`src/rtl/conv_coder.sv`:
```
// Serial rate-1/2 feed-forward convolutional encoder.
// Each input bit is taken on a phase-0 edge; its G0 bit and then its G1 bit are shifted out on y.
module conv_coder #(
    parameter int unsigned    K  = 3,
    parameter logic [K-1:0]   G0 = 3'b111,
    parameter logic [K-1:0]   G1 = 3'b101
) (
    input  logic clk,
    input  logic reset,
    input  logic x,
    output logic y
);

    logic [K-2:0] sr_q, sr_d;
    logic [K-1:0] tap_vec;
    logic         phase_q;
    logic         g1_hold_q;
    logic         y_q;
    logic         g0_bit, g1_bit;

    // Current input sits above the history so generator MSBs tap it directly.
    always_comb begin
        tap_vec = {x, sr_q};
        g0_bit  = ^(tap_vec & G0);
        g1_bit  = ^(tap_vec & G1);
        sr_d    = '0;
        sr_d[K-2] = x;
        for (int i = 0; i < int'(K) - 2; i++) begin
            sr_d[i] = sr_q[i+1];
        end
    end

    always_ff @(posedge clk) begin
        if (!reset) begin
            sr_q      <= '0;
            phase_q   <= 1'b0;
            g1_hold_q <= 1'b0;
            y_q       <= 1'b0;
        end else if (!phase_q) begin
            y_q       <= g0_bit;
            g1_hold_q <= g1_bit;
            sr_q      <= sr_d;
            phase_q   <= 1'b1;
        end else begin
            y_q       <= g1_hold_q;
            phase_q   <= 1'b0;
        end
    end

    assign y = y_q;

endmodule

```
`config.mk`:
```
export PLATFORM = sky130hd
export DESIGN_NAME = conv_coder
export DESIGN_NICKNAME = d
export VERILOG_FILES = /design/src/rtl/conv_coder.sv
export SDC_FILE = /design/constraint.sdc
export NUM_CORES = 1
export LEC_CHECK = 0
export CELL_PAD_IN_SITES_DETAIL_PLACEMENT = 1
export CELL_PAD_IN_SITES_GLOBAL_PLACEMENT = 2
export CORE_AREA = 3 3 40 42
export DETAILED_ROUTE_END_ITERATION = 10
export DIE_AREA = 0 0 43 45
export PLACE_DENSITY_LB_ADDON = 0.1
export SETUP_SLACK_MARGIN = 0.2
export SYNTH_ARGS = -nofsm -noshare
export SYNTH_HDL_FRONTEND = slang
export SYNTH_SLANG_ARGS = --single-unit
```
`constraint.sdc`:
```
create_clock -name clk -period 1.5 [get_ports clk]
set_clock_uncertainty 0.15 [all_clocks]
set_input_delay 0.225 -clock clk [delete_from_list [all_inputs] [get_ports clk]]
set_output_delay 0.225 -clock clk [all_outputs]
set_load 0.1 [all_outputs]
```
* After elaboration in Yosys (flattened, before gate mapping) *
Index checks and enable logic that the tools add are counted.

cells by class
  muxes and demuxes = 2
  reductions and logical operators = 2

operator list
  kind              count
  parity 3 bit      2
  2-to-1 mux 1 bit  2

word-level totals
  flip-flop bits (word level) = 5
  output and inout bits = 1
  logic and storage cells = 8

* Logic depth before layout (Yosys ltp) *
Gate-level depths: netlist (run 1).

  depth in word-level cells = 2
  gate-level depth with buffers = 4
  mapped depth without buffers = 3

* Worst setup path after synthesis (run 1) *
No wires, ideal clock.

  path kind = register to output
  from = reg y_q (netlist: y)
  to = out y
  data arrival time = 0.909 ns
  required time = 1.125 ns
  setup slack = 0.216 ns
  stages on the path, launching flop included = 1
  path through = dfxtp_1

RTL lines
  element                   RTL line  text
  start: declaration        18        logic y_q;
  start signal: assignment  40        y_q <= g0_bit;
  start signal: assignment  45        y_q <= g1_hold_q;
  end: declaration          11        output logic y

No word-level cell between the ends.

* Worst setup path after layout (run 1) *
  from = reg sr_q[0]
  to = reg y_q (netlist: y)

on the way
  word-level cells in the longest chain between the ends = 2

RTL lines
  element                   RTL line  text
  start: declaration        14        logic [K-2:0] sr_q, sr_d;
  start signal: assignment  42        sr_q <= sr_d;
  parity 3 bit              24        g0_bit = ^(tap_vec & G0);
  2-to-1 mux 1 bit          39        end else if (!phase_q) begin

No other way between the ends.
A chain may end at the register's enable or synchronous reset.

==> results of run 1 <==
## kinds of logic after synthesis
family,after synthesis,synth area share [%]
AOI/OAI and AO/OA,1,2.55
buffers and inverters,1,2.55
and+or+nand+nor,9,29.3
DFF,5,51.0
xor gates and xnor gates,1,4.46
muxes,2,10.2
## worst max-delay path, delay by kind of cell, from the launching register on
family                    cells  cell delay, ps
and+or+nand+nor               2             560
xor gates and xnor gates      1             150
DFF                           1             330
## stage by stage
step	TNS, ps	utilization (%)	total power, uW
after detailed placement	-126	20.1	216
after global routing	0	22.6	391
final	0	22.6	370
after global placement	-110	20.1	214
after floorplan	0	-	190
after CTS	0	22.6	379
## cell type report
cell class | count | area share [%]
multi-input combinational | 13 | 34.1
clock buffer | 4 | 9.05
sequential | 5 | 34.5
timing repair buffer | 4 | 15.9
tap | 15 | 6.47
## worst max-delay path by stage
| stage | to | cells after the start | slack, ps | startpoint |
|---|---|---|---|---|
| final | y | 3 | 250 | sr_q[0] |
| after global routing | y | 3 | 220 | sr_q[0] |
| after CTS | y | 3 | 250 | sr_q[0] |
| after detailed placement | y | 4 | -130 | x |
| after global placement | y | 4 | -110 | x |
| after floorplan | y | 0 | 220 | y |
## metal layers
metal / GRT usage [%] / up-vias
met4: 5.42 / 0
met5: 0 / -
met1: 4.35 / 80
li1: - / 79
met3: 3.98 / 2
met2: 8.38 / 4
## power by group
| part | internal (uW) | total, uW | switching, uW |
|---|---|---|---|
| Sequential | 143 | 154 | 11.0 |
| Combinational | 28.2 | 60.3 | 32.0 |
| Clock | 101 | 156 | 55.2 |
## flip-flops by register name, summed over array words and instances, names as in the netlist
register,cells
g1_hold_q,1
phase_q,1
sr_q,2
y,1
## what timing repair did
action                                  CTS  global route
endpoints found under the setup margin    1             0
resized for setup                         2             0
endpoints found under the hold margin     0             0
## placed cells by master (no fill, tap or decap)
cell type / n
o21ai_0: 1
dfxtp_1: 5
buf_12: 1
clkdlybuf4s50_1: 1
and2_1: 1
dlygate4sd2_1: 1
clkbuf_1: 1
mux2i_1: 2
nor2b_1: 3
clkbuf_4: 3
nand3_1: 2
nand2_1: 1
nand4b_1: 1
or4b_1: 1
xnor2_2: 1
buf_4: 1
==> impl_results.rst, run 1 <==
.. list-table::
   :header-rows: 1

   * - Metric
     - Value
   * - Leading cell type by number of instances after synthesis
     - dfxtp_1
   * - Total power density per cell area
     - 1280 nW/um^2
   * - Die Width
     - 43 um
   * - Sequential cell area
     - around 100 sq um
   * - # DRC
     - 0
   * - Endpoint type of the worst setup path
     - flop
   * - Total via count after detailed routing
     - 165
   * - Total detailed-routing wirelength
     - 431 um
   * - Sequential-to-total area share from yosys stat
     - 51.0%
   * - Predominant post-synthesis flop cell
     - dfxtp_1
   * - Count of hold buffers inserted by post-cts repair
     - 0
   * - Area of combinational cells with multiple inputs
     - 98.8 sq um
   * - Endpoint with the worst hold slack
     - sr_q[1]
   * - Top cells by area in the synthesized netlist
     - dfxtp_1, mux2i_1, nor2b_1, nand3_1, or4b_1
   * - Detailed route wirelength on metal3
     - 26 um
   * - Reg2Reg Depth
     - 3
   * - Maximum single-stage delay on the critical path
     - 470 ps
   * - Synthesized area
     - 196 sq um
   * - Detailed-route vias per instance
     - 4.02
   * - R2r setup slk
     - 250 ps
   * - Cell count after synthesis
     - 19
   * - Pre-CTS setup slack
     - -126 ps
   * - Number of pins with negative max-slew slack in the final report
     - 0
   * - Fin area
     - 290 sq um
   * - RSZ-0062 raised after global routing
     - false
   * - HP Start
     - x
   * - Relative slew slack
     - just over 80%
   * - Max Clock Freq
     - roughly 800 MHz
   * - Final GP Congestion
     - 0.601
   * - Total met2 wirelength after detailed routing
     - ~230 um
   * - CTS tree
     - built
   * - Final setup vio count
     - 0
   * - Fraction of layout cells with a size suffix above 1
     - 23.1%
   * - Area grow syn2layout
     - 47.8%
   * - Fin crit period
     - 1250 ps
   * - Hold path cells
     - 3
   * - Most used standard cells in the synthesized netlist
     - dfxtp_1, nor2b_1, mux2i_1, nand3_1
   * - Largest net degree at the start of global routing
     - 9
   * - Post-synthesis average cell area
     - 10.3 sq um
   * - Post-layout instance count excluding filler cells
     - 41
   * - Worst R2R Start
     - sr_q[0]
   * - Die footprint
     - approximately 1900 sq um
   * - Total of max-cap violations
     - 0
   * - CP Data Required Time
     - 1530 ps
   * - Clock-pin slew on the worst setup and hold paths
     - 50 ps
   * - Static leakage power
     - 0.000114 uW
   * - Number of search-and-repair iterations in the first detailed-routing pass
     - 2
   * - Arrival time at the worst endpoint
     - approximately 1300 ps
   * - Outcome
     - finished, final reports clean
   * - Synth warnings
     - 0
   * - Overflow after GRT
     - 0
   * - Number of flip-flops and latches in the synthesized netlist
     - 5
   * - Standard cell area after detailed placement
     - 258 sq um
   * - EDFF count, synth
     - 0
   * - Number of buffers added by the clock tree synthesis step
     - 3
   * - Proportion of register bits with asynchronous set or reset after synthesis
     - 0%
   * - Uppermost metal layer occupied by signal nets
     - met4
   * - Cells along the critical path
     - xnor2_2, or4b_1, nand3_1
   * - Worst min path class
     - in -> reg
   * - Top Ports
     - 4
   * - I/O Buffers
     - 3
   * - Post-CTS Setup Repair Bufs
     - 0
   * - Initial antenna violation count
     - 0
   * - Initial cell density of the core
     - around 15%
   * - Number of cells in the design after placement
     - 37
   * - Worst-case clock buffer depth
     - 2
   * - VDD IR max
     - roughly 510 uV
   * - Via count of the first global-routing pass
     - roughly 160
   * - Count of final hold-check violations
     - 0
   * - Wire length on met1
     - around 170 um
   * - Avg WL per Cell
     - 10.5 um
   * - Worst hold margin
     - ~350 ps
   * - Maximum fanout along the worst path
     - 3
   * - Worst R2R End
     - y
   * - Area fraction of the dominant cell type after synthesis
     - 51.0%
   * - Standard cell with the maximum stage delay on the critical path
     - or4b_1
   * - Clock Root Buffer
     - clkbuf_4
   * - Clock insertion delay at the later pin of the skew report
     - 240 ps
   * - Library cells used by synthesis
     - 11
   * - Final setup margin
     - about 250 ps
   * - Global-route wire length before repair
     - 683 um
   * - Worst Path Class, Setup
     - reg -> reg
   * - Initial DRC count
     - 3
   * - Total clock sinks
     - 5
   * - Nets in the synthesized netlist
     - 22
   * - Transition time of the tightest slew-check pin
     - around 280 ps
   * - Total of fill cells in the finished design
     - 155
   * - All-Layer GR Usage
     - 5.42%
   * - Core ar.
     - 1280 sq um
   * - Number of rows created at floorplan
     - 13
   * - Die H
     - 45 um
   * - Critical Path Start Type
     - flop
   * - Antenna-violating nets left
     - 0
   * - Antenna diode instance count
     - 0
   * - Net count reported at finish
     - 30
   * - Largest area contributor in the synthesized netlist
     - dfxtp_1
   * - CTS H-tree lvls
     - 1
   * - Portion of the clock cycle consumed by the worst path in the final layout
     - 83.4%
(Power assumes the default switching activity.)
==> run 2: changes to the inputs <==
==> constraint.sdc (replaced) <==
create_clock -name clk -period 1 [get_ports clk]
set_clock_uncertainty 0.15 [all_clocks]
set_input_delay 0.15 -clock clk [delete_from_list [all_inputs] [get_ports clk]]
set_output_delay 0.15 -clock clk [all_outputs]
set_load 0.1 [all_outputs]
==> run 2 against run 1 <==
  * The flow now finishes with violations (setup timing)
  * Maximum frequency grew 2.1%
  * Critical path depth did not move
  * Non-clock buffer count grew 3
  * Critical path type unchanged
  * Largest cell class unchanged
==> impl_results.rst, run 2 (synthesized netlist as in run 1, its figures left out) <==
.. list-table::
   :header-rows: 1

   * - Metric
     - Value
   * - Arrival time at the worst endpoint
     - 1250 ps (-30 ps)
   * - Worst setup path endpoint
     - y
   * - Reg2Reg Depth
     - 3 (unchanged)
   * - Count of final hold-check violations
     - 0 (unchanged)
   * - Worst R2R Start
     - sr_q[0]
   * - Count of hold buffers inserted by post-cts repair
     - 0 (unchanged)
   * - Worst R2R End
     - y
   * - Commonest cells after routing, fill and taps aside
     - nor2b_1, clkbuf_4, dfxtp_2
   * - Area grow syn2layout
     - 68.2%
   * - Worst Path Class, Setup
     - reg -> reg
   * - Post-CTS Setup Repair Bufs
     - 0 (unchanged)
   * - Die Width
     - 43 um (unchanged)
   * - Initial DRC count
     - 1 (-2)
   * - Worst min path class
     - in -> reg
   * - Fin crit period
     - 1230 ps (-25.4 ps)
   * - I/O Buffers
     - 3 (unchanged)
   * - Post-Route Setup TNS
     - -322 ps (-322 ps)
   * - Post-layout instance count excluding filler cells
     - 44 (+7.3%)
   * - All-Layer GR Usage
     - 5.91% (+0.50 points)
   * - RSZ-0062 raised after global routing
     - true
   * - Sequential cell area
     - 104 sq um (+3.8%)
   * - Critical Path Start Type
     - flop
   * - Number of buffers added by the clock tree synthesis step
     - 3 (unchanged)
   * - Final total power
     - 580 uW (+56%)
   * - Maximum fanout along the worst path
     - 2 (-1)
   * - Die footprint
     - 1940 sq um (unchanged)
   * - Initial cell density of the core
     - 15.3% (unchanged)
   * - Total of fill cells in the finished design
     - 152 (-1.9%)
   * - R2r setup slk
     - -230 ps (-470 ps)
   * - Number of pins with negative max-slew slack in the final report
     - 0 (unchanged)
   * - # DRC
     - 0 (unchanged)
   * - Switching component of the power
     - 154 uW (+57%)
   * - CP Data Required Time
     - 1030 ps (-500 ps)
   * - Antenna diode instance count
     - 0 (unchanged)
   * - Clock Root Buffer
     - clkbuf_4
   * - Detailed placement HPWL
     - between 300 and 400 um
   * - Number of cells in the design after placement
     - 40 (+8.1%)
   * - Relative contribution of combinational cells to total power
     - 20.0% (+3.7 points)
   * - CTS tree
     - built
   * - Internal power of the cells
     - 426 uW (+56%)
   * - Fraction of power consumed by the clock network
     - 40.9% (-1.2 points)
   * - Final GP Congestion
     - 0.636 (+5.8%)
   * - Transition time of the tightest slew-check pin
     - 119 ps (-162 ps)
   * - Number of flip-flops in the largest register
     - 2 (unchanged)
   * - Antenna-violating nets left
     - 0 (unchanged)
   * - Total of max-cap violations
     - 0 (unchanged)
   * - Number of rows created at floorplan
     - 13 (unchanged)
   * - Worst Setup SP
     - sr_q[0]
   * - Overflow after GRT
     - 0 (unchanged)
   * - Relative slew slack
     - 91.8% (+11 points)
   * - Violated checks
     - setup timing
   * - Portion of the clock cycle consumed by the worst path in the final layout
     - 123% (+39 points)
   * - Initial antenna violation count
     - 0 (unchanged)
   * - Via count of the first global-routing pass
     - 181 (+10%)
   * - CTS H-tree lvls
     - 1 (unchanged)
   * - Endpoint type of the worst setup path
     - flop
   * - Detailed-route vias per instance
     - 3.86 (-4.0%)
   * - Die H
     - 45 um (unchanged)
   * - Fraction of layout cells with a size suffix above 1
     - 44.8% (+22 points)
   * - Fraction of power consumed by sequential logic
     - 39.1% (-2.6 points)
   * - Global-route wire length before repair
     - 703 um (+2.9%)
   * - VDD IR max
     - 417 uV (-18%)
   * - Top Ports
     - 4 (unchanged)
   * - Core ar.
     - 1280 sq um (unchanged)
   * - Clock insertion delay at the later pin of the skew report
     - 240 ps (about the same)
   * - Fraction of power spent switching nets
     - 26.5% (+0.034 points)
   * - Largest net degree at the start of global routing
     - 8 (-1)
   * - Net count reported at finish
     - 33 (+10%)
   * - Total via count after detailed routing
     - 170 (+3.0%)
   * - Max Clock Freq
     - 816 MHz (+2.1%)
   * - Register with the most flip-flops
     - sr_q
   * - Static leakage power
     - 0.000144 uW (+26%)
   * - Total clock sinks
     - 5 (unchanged)
   * - Number of search-and-repair iterations in the first detailed-routing pass
     - 2 (unchanged)
   * - Area of combinational cells with multiple inputs
     - 103 sq um (+3.8%)
   * - Avg WL per Cell
     - 9.77 um (-7.0%)
   * - Final setup vio count
     - 3 (+3)
   * - Total detailed-routing wirelength
     - 430 um (-0.23%)
   * - Worst-case clock buffer depth
     - 2 (unchanged)
   * - Total power density per cell area
     - 1750 nW/um^2 (+37%)
   * - Clock-pin slew on the worst setup and hold paths
     - 50 ps (about the same)
   * - Outcome
     - complete, but fails checks
   * - Final setup margin
     - -225 ps (-475 ps)
run 2: power groups by stage:
stage	Combinational, uW	Sequential, uW	Clock [uW]
after detailed placement	109	228	0
after global routing	123	228	265
after global placement	108	228	0
final	116	226	237
after CTS	115	227	253
after floorplan	33.7	256	0
run 2: stage by stage:
stage	cell area, sq um	util (%)	hold slack, ps	setup WS (ps)
6_report	330	25.7	138	-225
5_1_grt	330	25.7	164	-260
4_1_cts	324	25.2	243	-232
3_5_place_dp	282	21.9	340	-512
3_3_place_gp	282	21.9	350	-515
2_1_floorplan	204	-	122	-174
run 2: how the worst min path moves through the flow:
stage | cells past startpoint | slack (ps) | startpoint | endpoint
6_report | 3 | 140 | reset | g1_hold_q
5_1_grt | 3 | 160 | reset | g1_hold_q
4_1_cts | 3 | 240 | x | sr_q[1]
3_5_place_dp | 2 | 340 | g1_hold_q | y
3_3_place_gp | 2 | 350 | g1_hold_q | y
2_1_floorplan | 1 | 120 | reset | g1_hold_q
run 2: worst max-delay path, cell delays in order (launching register included):
cell and delay (ps):
dfxtp_2 330, xnor2_2 140, or4b_1 470, nand3_1 80
run 2: what timing repair did:
| item | in CTS | in global routing |
|---|---|---|
| resized for setup | 7 | 2 |
| endpoints found under the setup margin | 6 | 6 |
| pin swaps | 1 | 0 |
| endpoints found under the hold margin | 0 | 0 |
run 2: final cells by class:
cell class	count	area share [%]
Timing Repair Buffer	7	23.9
Sequential cell	5	31.4
Tap cell	15	5.68
Multi-Input combinational cell	13	31.1
Clock buffer	4	7.95
run 2: routing by layer:
metal	vias up	global-route usage [%]	share of wire [%]
li1	86	-	-
met2	4	8.08	52
met4	0	9.04	3.0
met3	2	3.98	6.5
met5	-	0	0
met1	78	4.58	38
